### src/rtl/seg7_pkg.sv
// rtl/seg7_pkg.sv - shared constants for the multiplexed 7-segment display bus
//
// Purpose: symbol codes, active-low segment patterns {g,f,e,d,c,b,a} (bit0 = a)
//          and the scan-reader FSM state type. The display decoder and the
//          scan reader both use these, so the two sides agree on the table.
// Ports:   none (package).

package seg7_pkg;

    // Symbol codes carried on the recovered sym bus.
    localparam logic [3:0] SYM_S     = 4'h0;
    localparam logic [3:0] SYM_T     = 4'h1;
    localparam logic [3:0] SYM_LO    = 4'h2;   // lower-case o
    localparam logic [3:0] SYM_P     = 4'h3;
    localparam logic [3:0] SYM_G     = 4'h4;
    localparam logic [3:0] SYM_O     = 4'h5;   // upper-case O
    localparam logic [3:0] SYM_BLANK = 4'hE;
    localparam logic [3:0] SYM_BAD   = 4'hF;

    // Active-low segment patterns, {g,f,e,d,c,b,a}.
    localparam logic [6:0] PAT_S     = 7'b0010010;
    localparam logic [6:0] PAT_T     = 7'b0000111;
    localparam logic [6:0] PAT_LO    = 7'b0100011;
    localparam logic [6:0] PAT_P     = 7'b0001100;
    localparam logic [6:0] PAT_G     = 7'b0000010;
    localparam logic [6:0] PAT_O     = 7'b1000000;
    localparam logic [6:0] PAT_BLANK = 7'b1111111;

    typedef enum logic [1:0] {
        IDLE  = 2'd0,
        DWELL = 2'd1,
        HELD  = 2'd2
    } scan_state_e;

endpackage

### src/rtl/seg7_scan_reader_if.sv
// rtl/seg7_scan_reader_if.sv - multiplexed 7-segment display bus bundle
//
// Purpose: groups the active-low display bus lines.
// Signals: seg_n[6:0] segments {g..a}, dp_n decimal point, an_n[DIGITS-1:0]
//          digit enables (one-hot low when valid).
// Modports: master drives the bus (display decoder / bench),
//           slave samples it (scan reader).

interface seg7_scan_reader_if #(
    parameter int DIGITS = 4
);
    logic [6:0]        seg_n;
    logic              dp_n;
    logic [DIGITS-1:0] an_n;

    modport master (output seg_n, output dp_n, output an_n);
    modport slave  (input  seg_n, input  dp_n, input  an_n);
endinterface

### src/rtl/seg7_pattern_lookup.sv
// rtl/seg7_pattern_lookup.sv - active-low segment pattern to symbol code map
//
// Purpose: inverse of the display decoder; unknown patterns give SYM_BAD.
// Ports:   seg_n   in  7  segments {g..a}, active-low
//          code    out 4  symbol code
//          invalid out 1  pattern not in the symbol table

module seg7_pattern_lookup
    import seg7_pkg::*;
(
    input  logic [6:0] seg_n,
    output logic [3:0] code,
    output logic       invalid
);

    always_comb begin
        code    = SYM_BAD;
        invalid = 1'b0;
        case (seg_n)
            PAT_S:     code = SYM_S;
            PAT_T:     code = SYM_T;
            PAT_LO:    code = SYM_LO;
            PAT_P:     code = SYM_P;
            PAT_G:     code = SYM_G;
            PAT_O:     code = SYM_O;
            PAT_BLANK: code = SYM_BLANK;
            default: begin
                code    = SYM_BAD;
                invalid = 1'b1;
            end
        endcase
    end

endmodule

### src/rtl/seg7_scan_reader.sv
// rtl/seg7_scan_reader.sv - recovers displayed symbols from a scanned 7-seg bus
//
// Purpose: synchronizes the display bus, waits for each digit's pattern to be
//          stable for STABLE_CNT cycles, latches its symbol code and decimal
//          point, and strobes frame_valid once every digit has been accepted.
// Ports:   clk          in   1          clock
//          rst_n        in   1          asynchronous active-low reset
//          bus          slave           seg_n / dp_n / an_n display bus
//          sym          out  4*DIGITS   symbol code, digit k at [4k+3:4k]
//          dp_out       out  DIGITS     decimal point per digit, active-high
//          frame_valid  out  1          one-cycle pulse on frame completion
//          err_invalid  out  1          one-cycle pulse on unknown pattern accept

module seg7_scan_reader
    import seg7_pkg::*;
#(
    parameter int DIGITS      = 4,
    parameter int STABLE_CNT  = 16,
    parameter int SYNC_STAGES = 2
) (
    input  logic                  clk,
    input  logic                  rst_n,
    seg7_scan_reader_if.slave     bus,
    output logic [4*DIGITS-1:0]   sym,
    output logic [DIGITS-1:0]     dp_out,
    output logic                  frame_valid,
    output logic                  err_invalid
);

    localparam int BUS_W = 8 + DIGITS;   // {an_n, dp_n, seg_n}
    localparam int CNT_W = 8;            // holds STABLE_CNT up to 255

    logic [SYNC_STAGES-1:0][BUS_W-1:0] sync_q, sync_d;
    logic [BUS_W-1:0]    prev_q, prev_d;
    scan_state_e         state_q, state_d;
    logic [CNT_W-1:0]    cnt_q, cnt_d;
    logic [4*DIGITS-1:0] sym_q, sym_d;
    logic [DIGITS-1:0]   dp_q, dp_d;
    logic [DIGITS-1:0]   seen_q, seen_d;
    logic                frame_valid_q, frame_valid_d;
    logic                err_invalid_q, err_invalid_d;

    logic [BUS_W-1:0]    cur;
    logic [6:0]          cur_seg;
    logic                cur_dp_n;
    logic [DIGITS-1:0]   cur_en;       // active-high digit enables
    logic                an_onehot;
    logic                bus_changed;
    logic [CNT_W-1:0]    cnt_inc;
    logic [DIGITS-1:0]   seen_next;
    logic [3:0]          lk_code;
    logic                lk_invalid;

    // Synchronizer chain; stage 0 samples the raw pins.
    always_comb begin
        sync_d    = sync_q;
        sync_d[0] = {bus.an_n, bus.dp_n, bus.seg_n};
        for (int i = 1; i < SYNC_STAGES; i++) begin
            sync_d[i] = sync_q[i-1];
        end
    end

    assign cur      = sync_q[SYNC_STAGES-1];
    assign cur_seg  = cur[6:0];
    assign cur_dp_n = cur[7];
    assign cur_en   = ~cur[BUS_W-1:8];
    assign prev_d   = cur;

    // Exactly one enable bit set: non-zero and clearing the lowest set bit
    // leaves nothing.
    assign an_onehot   = (cur_en != '0) && ((cur_en & (cur_en - DIGITS'(1))) == '0);
    assign bus_changed = (cur != prev_q);
    assign cnt_inc     = cnt_q + CNT_W'(1);
    assign seen_next   = seen_q | cur_en;

    seg7_pattern_lookup u_lookup (
        .seg_n   (cur_seg),
        .code    (lk_code),
        .invalid (lk_invalid)
    );

    always_comb begin
        state_d       = state_q;
        cnt_d         = cnt_q;
        sym_d         = sym_q;
        dp_d          = dp_q;
        seen_d        = seen_q;
        frame_valid_d = 1'b0;
        err_invalid_d = 1'b0;

        if (!an_onehot) begin
            // Idle bus or ghosting (several anodes low): nothing to read.
            state_d = IDLE;
            cnt_d   = '0;
        end else if (bus_changed || state_q == IDLE) begin
            // The first sample of a new pattern already counts as one.
            state_d = DWELL;
            cnt_d   = CNT_W'(1);
        end else begin
            case (state_q)
                DWELL: begin
                    cnt_d = cnt_inc;
                    if (cnt_inc == CNT_W'(STABLE_CNT)) begin
                        state_d       = HELD;
                        err_invalid_d = lk_invalid;
                        // The enable vector is one-hot here, so this loop
                        // writes exactly one digit slot.
                        for (int i = 0; i < DIGITS; i++) begin
                            if (cur_en[i]) begin
                                sym_d[4*i +: 4] = lk_code;
                                dp_d[i]         = ~cur_dp_n;
                            end
                        end
                        if (&seen_next) begin
                            frame_valid_d = 1'b1;
                            seen_d        = '0;
                        end else begin
                            seen_d = seen_next;
                        end
                    end
                end
                HELD: begin
                    state_d = HELD;
                end
                default: begin
                    state_d = IDLE;
                    cnt_d   = '0;
                end
            endcase
        end
    end

    always_ff @(posedge clk or negedge rst_n) begin
        if (!rst_n) begin
            sync_q        <= '1;
            prev_q        <= '1;
            state_q       <= IDLE;
            cnt_q         <= '0;
            sym_q         <= {DIGITS{SYM_BLANK}};
            dp_q          <= '0;
            seen_q        <= '0;
            frame_valid_q <= 1'b0;
            err_invalid_q <= 1'b0;
        end else begin
            sync_q        <= sync_d;
            prev_q        <= prev_d;
            state_q       <= state_d;
            cnt_q         <= cnt_d;
            sym_q         <= sym_d;
            dp_q          <= dp_d;
            seen_q        <= seen_d;
            frame_valid_q <= frame_valid_d;
            err_invalid_q <= err_invalid_d;
        end
    end

    assign sym         = sym_q;
    assign dp_out      = dp_q;
    assign frame_valid = frame_valid_q;
    assign err_invalid = err_invalid_q;

endmodule

### src/flat_wrapper.sv
// flat-port wrapper written by rule: the top's interface ports become plain ports
module seg7_scan_reader_flat import seg7_pkg::*;
#(
    parameter int DIGITS      = 4,
    parameter int STABLE_CNT  = 16,
    parameter int SYNC_STAGES = 2
)
  (clk, rst_n, sym, dp_out, frame_valid, err_invalid, bus_seg_n, bus_dp_n, bus_an_n);
  seg7_scan_reader_if #(.DIGITS(DIGITS)) bus_i ();
  input  logic clk;
  input  logic rst_n;
  output logic [4*DIGITS-1:0] sym;
  output logic [DIGITS-1:0] dp_out;
  output logic frame_valid;
  output logic err_invalid;
  input wire logic [$bits(bus_i.seg_n)-1:0] bus_seg_n;
  input wire logic [$bits(bus_i.dp_n)-1:0] bus_dp_n;
  input wire logic [$bits(bus_i.an_n)-1:0] bus_an_n;
  assign bus_i.seg_n = bus_seg_n;
  assign bus_i.dp_n = bus_dp_n;
  assign bus_i.an_n = bus_an_n;
  seg7_scan_reader #(.DIGITS(DIGITS), .STABLE_CNT(STABLE_CNT), .SYNC_STAGES(SYNC_STAGES)) u_core (.clk(clk), .rst_n(rst_n), .bus(bus_i), .sym(sym), .dp_out(dp_out), .frame_valid(frame_valid), .err_invalid(err_invalid));
endmodule
### config.mk
export PLATFORM = sky130hd
export DESIGN_NAME = seg7_scan_reader_flat
export DESIGN_NICKNAME = d
export VERILOG_FILES = /design/src/rtl/seg7_pkg.sv /design/src/rtl/seg7_scan_reader_if.sv /design/src/rtl/seg7_pattern_lookup.sv /design/src/rtl/seg7_scan_reader.sv /design/src/flat_wrapper.sv
export SDC_FILE = /design/constraint.sdc
export NUM_CORES = 1
export LEC_CHECK = 0
export BUFFER_PORTS_ARGS = -buffer_cell sky130_fd_sc_hd__buf_2
export CORE_ASPECT_RATIO = 1.75
export CORE_MARGIN = 3
export CORE_UTILIZATION = 50
export DETAILED_ROUTE_END_ITERATION = 10
export HOLD_SLACK_MARGIN = 0.03
export MAX_ROUTING_LAYER = met4
export PLACE_DENSITY_LB_ADDON = 0.15
export SYNTH_ARGS = -nofsm -noshare
export SYNTH_HDL_FRONTEND = slang
export SYNTH_HIERARCHICAL = 1
export SYNTH_SLANG_ARGS = --single-unit
export TNS_END_PERCENT = 30
### constraint.sdc
create_clock -name clk -period 4.7 [get_ports clk]
set_input_delay 0.705 -clock clk [delete_from_list [all_inputs] [get_ports clk]]
set_output_delay 0.705 -clock clk [all_outputs]
set_load 0.1 [all_outputs]
# After elaboration in Yosys (flattened, before gate mapping)
# Index checks and enable logic that the tools add are counted.
# totals
memories	0
latchBits	0
mem_bits_ro	0
out_inout_bits	22
mem_bits_rw	0
regBits	72
input_bits	14
# op_classes
n_lt_le_gt_ge	0
add_sub_neg	2
shifts	0
mux	19
reduce_logical	12
bitwise_logic	5
multipliers	0
n_eq_ne	13
div	0
# op_table
op	count
4-bit one-hot mux with 7 select lines	1
5-bit AND reduction	4
8-bit two-way mux	2
8-bit one-hot mux with 2 select lines	1
7-bit == test (second input constant)	2
12-bit inequality test	1
1-bit two-way mux	10
8-bit by 1-bit adder with 8-bit output (second input constant)	1
8-bit by 5-bit == test with 1-bit output (second input constant)	1
4-bit AND reduction	2
7-bit by 2-bit == test with 1-bit output (second input constant)	1
7-bit by 3-bit == test with 1-bit output (second input constant)	1
7-bit by 4-bit == test with 1-bit output (second input constant)	1
7-bit by 5-bit == test with 1-bit output (second input constant)	1
7-bit by 6-bit == test with 1-bit output (second input constant)	1
7-bit OR reduction	1
2-bit two-way mux	3
4-bit bitwise AND	1
4-bit logical NOT	1
4-bit two-way mux	1
4-bit inequality test (second input constant)	1
4-bit inverter	1
4-bit bitwise OR	1
2-bit one-hot mux with 2 select lines	1
9 further kinds	10

# Longest topological paths before layout
# Gate-level depths: netlist of the first run.
# logic_depth
depth_word	8
depth_mapped	8

# Modules after synthesis
# The synthesis of the first run kept the hierarchy.
# by_module_without_submodules
module	area_each_um2	cells_each	instances
seg7_scan_reader	2827.7	208	1
seg7_pattern_lookup	198.9	29	1

# Worst setup path before layout of the first run
# No wires, ideal clock.
# synth_timing
kind	register to register
startpoint	register u_core.sync_q, in the netlist u_core/cur[3]
endpoint	register u_core.sym_q[0], in the netlist u_core/sym[0]
n_path_buf	0
required_ps	4574
arrival_ps	2010
path_stages_with_launch	7
setup_slack_ps	2564
cell_sequence	dfstp_2 > xor2_1 > nor4_1 > and4_1 > nor4b_4 > nand3b_2 > mux2_2
# synth_between
elab_chain_len	4
# synth_lines
item	line_no	source
start, declared	seg7_scan_reader.sv:33	logic [SYNC_STAGES-1:0][BUS_W-1:0] sync_q, sync_d;
start signal, assigned	seg7_scan_reader.sv:145	sync_q <= sync_d;
12-bit inequality test	seg7_scan_reader.sv:72	assign bus_changed = (cur != prev_q);
1-bit logical OR	seg7_scan_reader.sv:95	end else if (bus_changed || state_q == IDLE) begin
1-bit inverter (no source line)	--	
5-bit AND reduction (no source line)	--	
end signal, assigned	seg7_scan_reader.sv:139	sym_q <= {DIGITS{SYM_BLANK}};
end signal, assigned	seg7_scan_reader.sv:149	sym_q <= sym_d;
end, declared	seg7_scan_reader.sv:37	logic [4*DIGITS-1:0] sym_q, sym_d;
# Parallel ways exist; a longest one is shown, timed or not.
# A chain may end at the register's enable or synchronous reset.

# Worst setup path after layout of the first run
# layout_timing
startpoint	register u_core.sync_q, in the netlist u_core/cur[3]
endpoint	register u_core.sym_q[4], in the netlist u_core/sym[4]
# The elaborated chain is that of the path after synthesis.

==> metrics.md, run 1 <==
| Metric | Value |
|---|---|
| Final wirelength | 5.55 mm |
| Final Slew Violations | 0 |
| Worst Path Buf+Inv | 0 |
| Hold Slack | ~360 ps |
| Peak VDD IR | approximately 0.25 mV |
| Vias | around 1.9k |
| Reg area | between 0.0015 and 0.002 mm² |
| DRC viols | 0 |
| Final Cycle Share | slightly above 50% |
| Critical Setup Path Class | reg -> reg |
| Tot GR Track Use | between 15 and 20% |
| Endpoints failing setup | 0 |
| Deepest clock path buffer count | 2 |
| CP arrival | ~2600 ps |
| DRT antenna net count | 0 |
| Max-cap viol count | 0 |
| Root buffer cell | clkbuf_8 |
| Status | finished clean |
| Final hold viol count | 0 |
| H-tree Lvls | 3 |
| F_max | 412 MHz |
| Syn-to-layout area delta | 14.6% |
| Post-Syn Area | roughly 0.0030 mm² |
| RSZ-0062 raised after global routing | false |
| Share of cells above drive strength 1 | ~45% |
| Post-CTS sizing | 0 |
| Layout Nets | between 200 and 300 |
| PortBufs | 35 |
| Hold Path Class | reg -> reg |
| Pwr Density | ~340 mW/mm² |
| Post-Syn Area per Cell | approximately 13 µm² |
| Post-synth net total | between 200 and 300 |
| Critical Path Slowest Stage Cell | dfstp_2 |
| Footprint of the multi-input gates | approximately 0.0011 mm² |
| YS warnings | 6 |
| Critical path's top delay family | simple AND/OR/NAND/NOR gates |
| Total core area | about 0.0057 mm² |
| Setup TNS Final | 0 ps |
| Vias per cell | ~5.3 |
| Synthesis-stage register bit count | 72 |
| Post-synth EDFFs | 0 |
| Relative slew slack | roughly 50% |
| Fillers | approximately 500 |
| Setup Skew | approximately 7.8 ps |
| Die W | 64.8 µm |
| Ports | 36 |
| Total die area | 0.00706 mm² |
| CTS Hold Buffers Added | 0 |
| Initial Utilization | 52.9% |
| Startpoint Class | flip-flop |
| Non-Filler Instances | between 300 and 400 |
| Routability cong. | ~0.78 |
| Max incr delay on CP | about 630 ps |
| Placed Instances | around 340 |
| CTS Buf Count | 9 |
| First-pass GRT wire length | roughly 9.5 mm |
| Setup Buffers After CTS | 0 |
| Synth unique cells | 44 |
| Fin area | approximately 0.0035 mm² |
| FFs w/ async S/R, synth | between 90% and 100% |
| TritonCTS clock tree | built |
| Clock-pin slew on the worst setup and hold paths | 60 ps |
| Post-DP HPWL | a little over 4 mm |
| Seq/Total Area, Yosys | 61.5% |
| Clk_lat worst skew | ~330 ps |
| Clock net sink count | between 70 and 80 |
| N_diodes | 0 |
| Pin count of the biggest net entering global routing | 40 |
| Mapped Cells | around 240 |
| Drt initial violations | 73 |
| Gr ovfl total | 0 |
| Lkg Pwr | approximately 1.6 nW |
| Placed instance area | between 0.003 and 0.004 mm² |
| WP data required | 4910 ps |
| Final worst path period need | around 2400 ps |
| TritonRoute pass-1 iters | 4 |
| Die Ht | 109 µm |
| CP max FO | 8 |
| Ys flop type | dfstp_2 |
| CP Cell Sequence | xor2_1 -> nor4_1 -> and4_1 -> nor4b_4 -> nand3b_2 -> mux2_2 |
| Initial antenna violation count | 0 |
| CP endpoint kind | flip-flop |
| Vias in the first global route | roughly 2.0k |
| Core Rows | 36 |
| Worst Tran Pin Value | between 700 and 800 ps |
| Average wire per standard cell | 15.5 µm |
==> layout make-up <==
type | count | share of cell area (%)
clock inverter | 3 | 1.23
clock buffer | 12 | 4.18
sequential | 72 | 53.7
timing repair buffer | 36 | 5.27
tap | 76 | 2.74
inverter | 14 | 1.52
multi-input combinational | 145 | 31.4
==> kinds of logic after synthesis <==
| family | Yosys count | share of synthesized area (%) |
|---|---|---|
| AND/OR/NAND/NOR | 66 | 13.4 |
| adder cells (fa/ha/maj) | 5 | 2.07 |
| flip-flops | 72 | 61.5 |
| buffers and inverters | 20 | 2.52 |
| AO/OA/AOI/OAI | 36 | 7.85 |
| multiplexers | 23 | 8.31 |
| XOR/XNOR | 15 | 4.34 |
==> worst paths after layout <==
check                                  endpoint  cells after the start  slack [ps]         startpoint
worst min-delay path              u_core/cur[2]                      0         360  u_core/sync_d[14]
worst max register to register    u_core/sym[4]                      6        2270      u_core/cur[3]
worst max-delay path              u_core/sym[4]                      6        2270      u_core/cur[3]
worst min register to register    u_core/cur[2]                      0         360  u_core/sync_d[14]
min in group asynchronous       u_core/cnt_q[3]                      1         430              rst_n
max in group asynchronous         u_core/cur[7]                      2        3290              rst_n
==> through the flow <==
stage                     power (mW)  util, %  setup slack [ps]
final                           1.18     60.6              2270
after global routing            1.23     60.6              2140
after CTS                       1.20     60.6              2260
after detailed placement       0.733     57.3              2270
after global placement         0.732     57.3              2330
after floorplan                0.703        -              2560
==> cell usage in the layout (no fill, tap or decap), types with 2 or more instances in the layout <==
| cell | count |
|---|---|
| mux2i_1 | 6 |
| nor3b_1 | 2 |
| xor2_1 | 14 |
| nand3b_1 | 2 |
| or2_2 | 3 |
| ha_1 | 5 |
| nor3_1 | 6 |
| nor2_1 | 20 |
| nand4_1 | 2 |
| o22ai_1 | 2 |
| o21ai_0 | 4 |
| dfrtp_1 | 24 |
| buf_2 | 35 |
| nand3_1 | 4 |
| nor4_1 | 3 |
| nand2b_1 | 2 |
| clkbuf_1 | 2 |
| dfstp_2 | 48 |
| clkbuf_8 | 10 |
| nor2b_1 | 2 |
| and3_1 | 3 |
| nand4b_1 | 2 |
| mux2_2 | 17 |
| inv_1 | 14 |
| a211oi_1 | 2 |
| a21o_1 | 3 |
| nand3b_2 | 4 |
| a22oi_1 | 3 |
| a21oi_1 | 13 |
| nand2_1 | 6 |
==> where the power goes <==
group	internal, mW	switching (mW)	total [mW]
clock	0.256	0.202	0.458
sequential	0.651	0.0173	0.668
combinational	0.0208	0.0324	0.0533
total	0.928	0.252	1.18
==> cell usage after synthesis (2+ instances only) <==
cell type	instances	share of area, %
o22ai_1	2	0.41
nor3b_1	2	0.50
mux2_2	17	6.3
dfstp_2	48	42
nand2_1	6	0.74
nand3_1	4	0.66
o21ai_0	4	0.66
nand3b_1	2	0.50
mux2i_1	6	2.0
clkbuf_1	5	0.62
a22oi_1	3	0.74
ha_1	5	2.1
nand3b_2	4	1.5
a21o_1	3	0.74
a211oi_1	2	0.50
xor2_1	14	4.1
dfrtp_1	24	20
inv_1	14	1.7
nor2_1	20	2.5
nand4_1	2	0.41
or2_2	3	0.62
nor2b_1	2	0.41
and3_1	3	0.62
nor3_1	6	0.99
nand4b_1	2	0.58
nand2b_1	2	0.41
nor4_1	3	0.62
a21oi_1	13	2.1
==> state kept, by name, summed over array words and instances (netlist names) <==
signal,count
u_core/err_invalid,1
u_core/sync_d,12
u_core/frame_valid,1
u_core/prev_q,12
u_core/seen_q,4
u_core/cnt_q,8
u_core/sym,16
u_core/state_q,2
u_core/dp_out,4
u_core/cur,12
==> worst reg2reg max path, stage by stage (launching register included) <==
cell      delay, ps
dfstp_2         630
xor2_1           90
nor4_1          240
and4_1          300
nor4b_4         460
nand3b_2        250
mux2_2          340
==> metal layers <==
layer / global-route usage, % / share of wire [%]
met5: - / 0
met4: 8.62 / 0.52
met3: 4.02 / 3.7
met2: 31.1 / 57
met1: 20.7 / 39
Note: power is estimated with default switching activity, not from simulation.
==> run 2, diff against run 1 <==
clock period = 2.04 ns   (was 4.7 ns; I/O delays follow)
==> metrics.md, run 2 (synthesized netlist as in run 1, its figures left out) <==
| Metric | Value |
|---|---|
| Status | finished, violations left |
| Failing checks | setup timing |
| Layout Nets | 338 |
| Placed Instances | about 380 |
| Setup TNS Final | -1380 ps |
| Total die area | a little over 0.007 mm² |
| Share of cells above drive strength 1 | 55.2% |
| RSZ-0062 raised after global routing | true |
| WP data required | 2270 ps |
| TritonCTS clock tree | built |
| Clock-pin slew on the worst setup and hold paths | around 70 ps |
| Ports | 36 |
| Final wirelength | approximately 6 mm |
| Syn-to-layout area delta | 29.1% |
| Die W | ~65 µm |
| Total core area | between 0.005 and 0.006 mm² |
| Lkg Pwr | around 1.9 nW |
| Final hold viol count | 0 |
| Clk_lat worst skew | about 350 ps |
| Vias per cell | slightly above 5 |
| Final worst slack | -105 ps |
| Most frequent cells in the layout | 48 x dfstp_2, 36 x buf_4, 35 x buf_2 |
| Final Cycle Share | 105% |
| Gr ovfl total | 0 |
| Drt initial violations | between 40 and 50 |
| Max incr delay on CP | around 570 ps |
| Core Rows | 36 |
| Vias | 2,050 |
| Final Slew Violations | 0 |
| Critical Setup Path Class | reg -> reg |
| Pin count of the biggest net entering global routing | 73 |
| Max-cap viol count | 0 |
| Critical Path Slowest Stage Cell | dfstp_2 |
| Deepest clock path buffer count | 2 |
| Routability cong. | ~0.8 |
| Clock net sink count | 72 |
| Initial Utilization | between 50 and 60% |
| Initial antenna violation count | 0 |
| First-pass GRT wire length | approximately 10 mm |
| Average wire per standard cell | roughly 15 µm |
| Reg area | between 0.0015 and 0.002 mm² |
| PortBufs | 35 |
| Worst Tran Pin Value | 491 ps |
| Pwr Density | between 700 and 800 mW/mm² |
| CP endpoint kind | flip-flop |
| Die Ht | 109 µm |
| CP Cell Sequence | xor2_2 -> nor4_2 -> and4_1 -> nor4b_4 -> buf_6 -> nand3b_4 -> mux2_2 |
| Footprint of the multi-input gates | 0.00116 mm² |
| Root buffer cell | clkbuf_8 |
| Max reg flops | 16 |
| Fillers | about 460 |
| CP arrival | around 2400 ps |
| Hold Path Class | in -> reg |
| CP max FO | 6 |
| Vias in the first global route | 2,129 |
| H-tree Lvls | 3 |
| N_diodes | 0 |
| F_max | approximately 470 MHz |
| Startpoint Class | flip-flop |
| TritonRoute pass-1 iters | 4 |
| DRC viols | 0 |
| Place WS | -262 ps |
| CTS Buf Count | 9 |
| Hold Slack | roughly 55 ps |
| Peak VDD IR | 0.665 mV |
| Critical path's top delay family | simple AND/OR/NAND/NOR gates |
| Post-DP HPWL | approximately 4.4 mm |
| Endpoints failing setup | 22 |
| Non-Filler Instances | 400 |
| Relative slew slack | between 60 and 70% |
| Commonest non-fill, non-tap cell in the layout | dfstp_2 |
| Worst Path Buf+Inv | 1 |
| DRT antenna net count | 0 |
| Final worst path period need | between 2000 and 2500 ps |
| Setup Skew | ~10 ps |
| Tot GR Track Use | roughly a fifth |
[run 2: changes by cell type in the layout (fill, tap and decap cells not counted), sizes merged]
cell,change
buf,+40
clkinv,+1
dlygate4sd3,+1
[run 2: final timing paths]
kind | startpoint | to | slack [ps] | cells after the start
setup / recovery | u_core/cur[9] | u_core/sym[12] | -110 | 7
max in group asynchronous | rst_n | u_core/sym[5] | 1190 | 3
setup reg to reg | u_core/cur[9] | u_core/sym[12] | -110 | 7
hold / removal | bus_an_n[3] | u_core/sync_d[23] | 60 | 1
hold reg to reg | u_core/sync_d[22] | u_core/cur[10] | 360 | 0
min in group asynchronous | rst_n | u_core/cnt_q[2] | 510 | 3
[run 2: power breakdown]
part	internal [mW]	leakage, nW	switching (mW)	total [mW]
clock network	0.664	0.109	0.501	1.17
logic	0.0866	0.948	0.105	0.192
registers	1.50	0.836	0.0239	1.52
total	2.25	1.89	0.631	2.88
[run 2: area by class of cell]
| cell class | count | share of cell area [%] |
|---|---|---|
| Inverter | 14 | 1.35 |
| Tap cell | 76 | 2.43 |
| Multi-Input combinational cell | 145 | 29.7 |
| Sequential cell | 72 | 47.7 |
| Timing Repair Buffer | 77 | 13.3 |
| Clock buffer | 12 | 4.23 |
| Clock inverter | 4 | 1.31 |
[run 2: through the flow]
step,total power [mW],cell area [µm²],utilization [%]
3_3_place_gp,1.72,3560,62.3
2_1_floorplan,1.62,3030,-
4_1_cts,2.92,3870,67.7
5_1_grt,3.00,3910,68.3
3_5_place_dp,1.73,3560,62.3
6_report,2.88,3910,68.3
[run 2: routing by layer]
metal / up-vias / GRT usage [%] / part of all wire [%]
li1: 990 / - / -
met1: 1006 / 19.5 / 36
met2: 41 / 36.3 / 58
met3: 13 / 5.57 / 3.3
met4: 0 / 8.32 / 2.4
met5: - / - / 0
[run 2: worst reg2reg max path: cells and delay by family, from the launching register on]
kind | cells | cell delay (ps)
xor+xnor | 1 | 80
simple gates | 4 | 900
buf+inv | 1 | 190
flops | 1 | 570
mux | 1 | 300
[run 2: repair_timing]
item,in CTS,in global routing
hold endpoints to repair,24,0
hold buffers,1,0
endpoints found under the setup margin,27,26
buffers inserted,3,1
resized for setup,11,5
pin swaps,3,2
==> run 3, diff against run 2 <==
SYNTH_HIERARCHICAL = unset   (was 1)
==> metrics.md, run 3 <==
| Metric | Value |
|---|---|
| Relative slew slack | between 60% and 70% |
| Post-synthesis xor/xnor area fraction | roughly 4.5% |
| Pwr Density | between 600 and 700 mW/mm² |
| Gr ovfl total | 0 |
| FFs w/ async S/R, synth | between 90% and 100% |
| Drt initial violations | 40 |
| Post-synth top area share | between 40% and 50% |
| Tot GR Track Use | between 20% and 30% |
| Seq/Total Area, Yosys | between 60% and 70% |
| Clk_lat worst skew | ~340 ps |
| Sequential power share | a little under three fifths |
| CP arrival | around 2500 ps |
| Final hold viol count | 0 |
| Clock power frac | roughly 38% |
| Post-synth EDFFs | 0 |
| Initial Utilization | a little over half |
| Core Rows | 37 |
| F_max | roughly 430 MHz |
| Area contributors post-synth | dfstp_2 41%, dfrtp_1 19%, mux2_2 6.2%, xor2_1 4.0%, nor2_1 2.4% |
| Vias per cell | about 5.2 |
| Failing checks | setup timing |
| DRT antenna net count | 0 |
| Comb pwr share | about 7.1% |
| Lkg Pwr | between 1.5 and 2 nW |
| Count leader, synth | dfstp_2 |
| Post-Syn Area | around 0.003 mm² |
| Switching share of power | between 20% and 30% |
| Startpoint Class | flip-flop |
| Share of cells above drive strength 1 | around half |
| Post-Synth Adder-Cell Area | between 2 and 2.5% |
| Post-synth net total | between 200 and 300 |
| CP endpoint kind | flip-flop |
| H-tree Lvls | 3 |
| CP max FO | 7 |
| Setup Skew | 6.52 ps |
| Hold Path Class | in -> reg |
| N_diodes | 0 |
| Die Ht | around 110 µm |
| Setup TNS Final | -4910 ps |
| Ys flop type | dfstp_2 |
| Synth cell count leaders | 48 x dfstp_2, 24 x dfrtp_1, 20 x nor2_1 |
| Critical Setup Path Class | reg -> reg |
| Layout Nets | between 300 and 400 |
| Total die area | 0.00718 mm² |
| Post-Syn Area per Cell | between 10 and 15 µm² |
| Final worst slack | -263 ps |
| CTS Buf Count | 9 |
| Status | finished, violations left |
| Final Cycle Share | 113% |
| Final Slew Violations | 0 |
| Endpoints failing setup | 27 |
| WP data required | ~2300 ps |
| Peak VDD IR | 0.609 mV |
| Vias | approximately 2.2k |
| Clock-pin slew on the worst setup and hold paths | 70 ps |
| Ports | 36 |
| Total core area | slightly below 0.006 mm² |
| Post-DP HPWL | ~4.6 mm |
| Max-cap viol count | 0 |
| Commonest non-fill, non-tap cell in the layout | dfstp_2 |
| Root buffer cell | clkbuf_8 |
| RSZ-0062 raised after global routing | true |
| Post-Synth Simple-Gate Area | between 10 and 15% |
| Max reg flops | 16 |
| First-pass GRT wire length | 10.2 mm |
| Largest family of logic cells by synthesized area | simple AND/OR/NAND/NOR gates |
| Sw power | ~0.62 mW |
| Synth area leader | dfstp_2 |
| Average wire per standard cell | between 15 and 20 µm |
| Clock net sink count | 72 |
| Syn-to-layout area delta | 30.6% |
| Synthesis-stage register bit count | 72 |
| TritonRoute pass-1 iters | 4 |
| Pin count of the biggest net entering global routing | 73 |
| Hold Slack | 56.5 ps |
| Worst Tran Pin Value | 489 ps |
| Mux cell area share after synthesis | 7.51% |
| YS warnings | 0 |
| Compound-gate portion of the synthesized area | ~7.4% |
| Final worst path period need | 2300 ps |
| PortBufs | 35 |
| Routability cong. | around 0.79 |
| Initial antenna violation count | 0 |
| Internal power | between 2 and 2.5 mW |
| Final wirelength | ~6.5 mm |
| Vias in the first global route | around 2.2k |
| Place WS | -290 ps |
| TritonCTS clock tree | built |
| Die W | between 60 and 70 µm |
| DRC viols | 0 |
| Deepest clock path buffer count | 2 |
| Mapped Cells | 251 |
| Most frequent cells in the layout | 48 x dfstp_2, 46 x buf_4, 35 x buf_2 |
| Synth unique cells | 46 |
run 3: changes by cell type in the layout (fill, tap and decap cells not counted), sizes merged, moves of 3 or more:
cell,before,now
o21a,1,4
or3,0,3
a21o,3,0
buf,76,84
nand3b,6,1
nor3,6,10
dlygate4sd3,1,5
or2,4,1
nand3,4,8
nand2,6,13
run 3: final cells by class:
cell class	count	area (µm²)
multi-input cells	154	1230
clock buffers	12	135
well taps	78	97.6
repair buffers	89	613
fillers	471	1900
inverters	12	45.0
clock inverters	4	45.0
flip-flops and latches	72	1860
run 3: worst max-delay path, stage by stage (launching register included):
cell and delay [ps]:
dfrtp_1 400, buf_4 140, and2_1 160, nand4_1 190, xnor2_2 200, a221o_2 420
nor4_4 200, buf_6 180, mux2_4 300
run 3: final timing paths:
kind                       slack, ps              start           endpoint  cells past startpoint
setup / recovery                -260    u_core.cnt_q[0]      u_core.sym[0]                      8
hold / removal                    60           bus_dp_n  u_core.sync_d[19]                      1
setup reg to reg                -260    u_core.cnt_q[0]      u_core.sym[0]                      8
hold reg to reg                  360  u_core.sync_d[16]      u_core.cur[4]                      0
max in group asynchronous       1180              rst_n      u_core.cur[4]                      3
min in group asynchronous        500              rst_n      u_core.sym[8]                      3
run 3: per-stage QoR:
| step | power [mW] | cells | util, % | area, µm² |
|---|---|---|---|---|
| detailed placement | 1.73 | 395 | 61.5 | 3640 |
| global placement | 1.73 | 395 | 61.5 | 3640 |
| floorplan | 1.63 | 251 | - | 3100 |
| global route | 2.89 | 421 | 67.9 | 4030 |
| CTS | 2.79 | 413 | 65.8 | 3900 |
| finish | 2.77 | 421 | 67.9 | 4030 |
run 3: power groups by stage:
stage	Sequential [mW]	Combinational [mW]	Clock, mW
floorplan	1.54	0.0910	0
global placement	1.54	0.182	0
detailed placement	1.55	0.187	0
CTS	1.52	0.192	1.08
global route	1.53	0.218	1.15
finish	1.52	0.197	1.05
run 3: repair_timing:
| action | 4_1_cts | 5_1_grt |
|---|---|---|
| resized for setup | 15 | 13 |
| hold buffers | 1 | 4 |
| endpoints found under the setup margin | 27 | 28 |
| hold endpoints to repair | 24 | 4 |
| cloned | 0 | 0 |
| setup buffers | 1 | 4 |
| pin swaps | 1 | 4 |
run 3: layer usage:
layer	up-vias	global-route usage [%]	part of all wire [%]
met1	1096	20.9	38
met3	17	4.81	3.1
li1	1038	-	-
met5	-	-	0
met2	41	35.0	56
met4	0	10.1	2.8
run 3: logic make-up after synthesis:
| family | count (synthesis) |
|---|---|
| simple gates | 76 |
| flops | 72 |
| compound gates | 36 |
| buf+inv | 25 |
| mux | 21 |
| xor+xnor | 16 |
| fa+ha+maj | 5 |
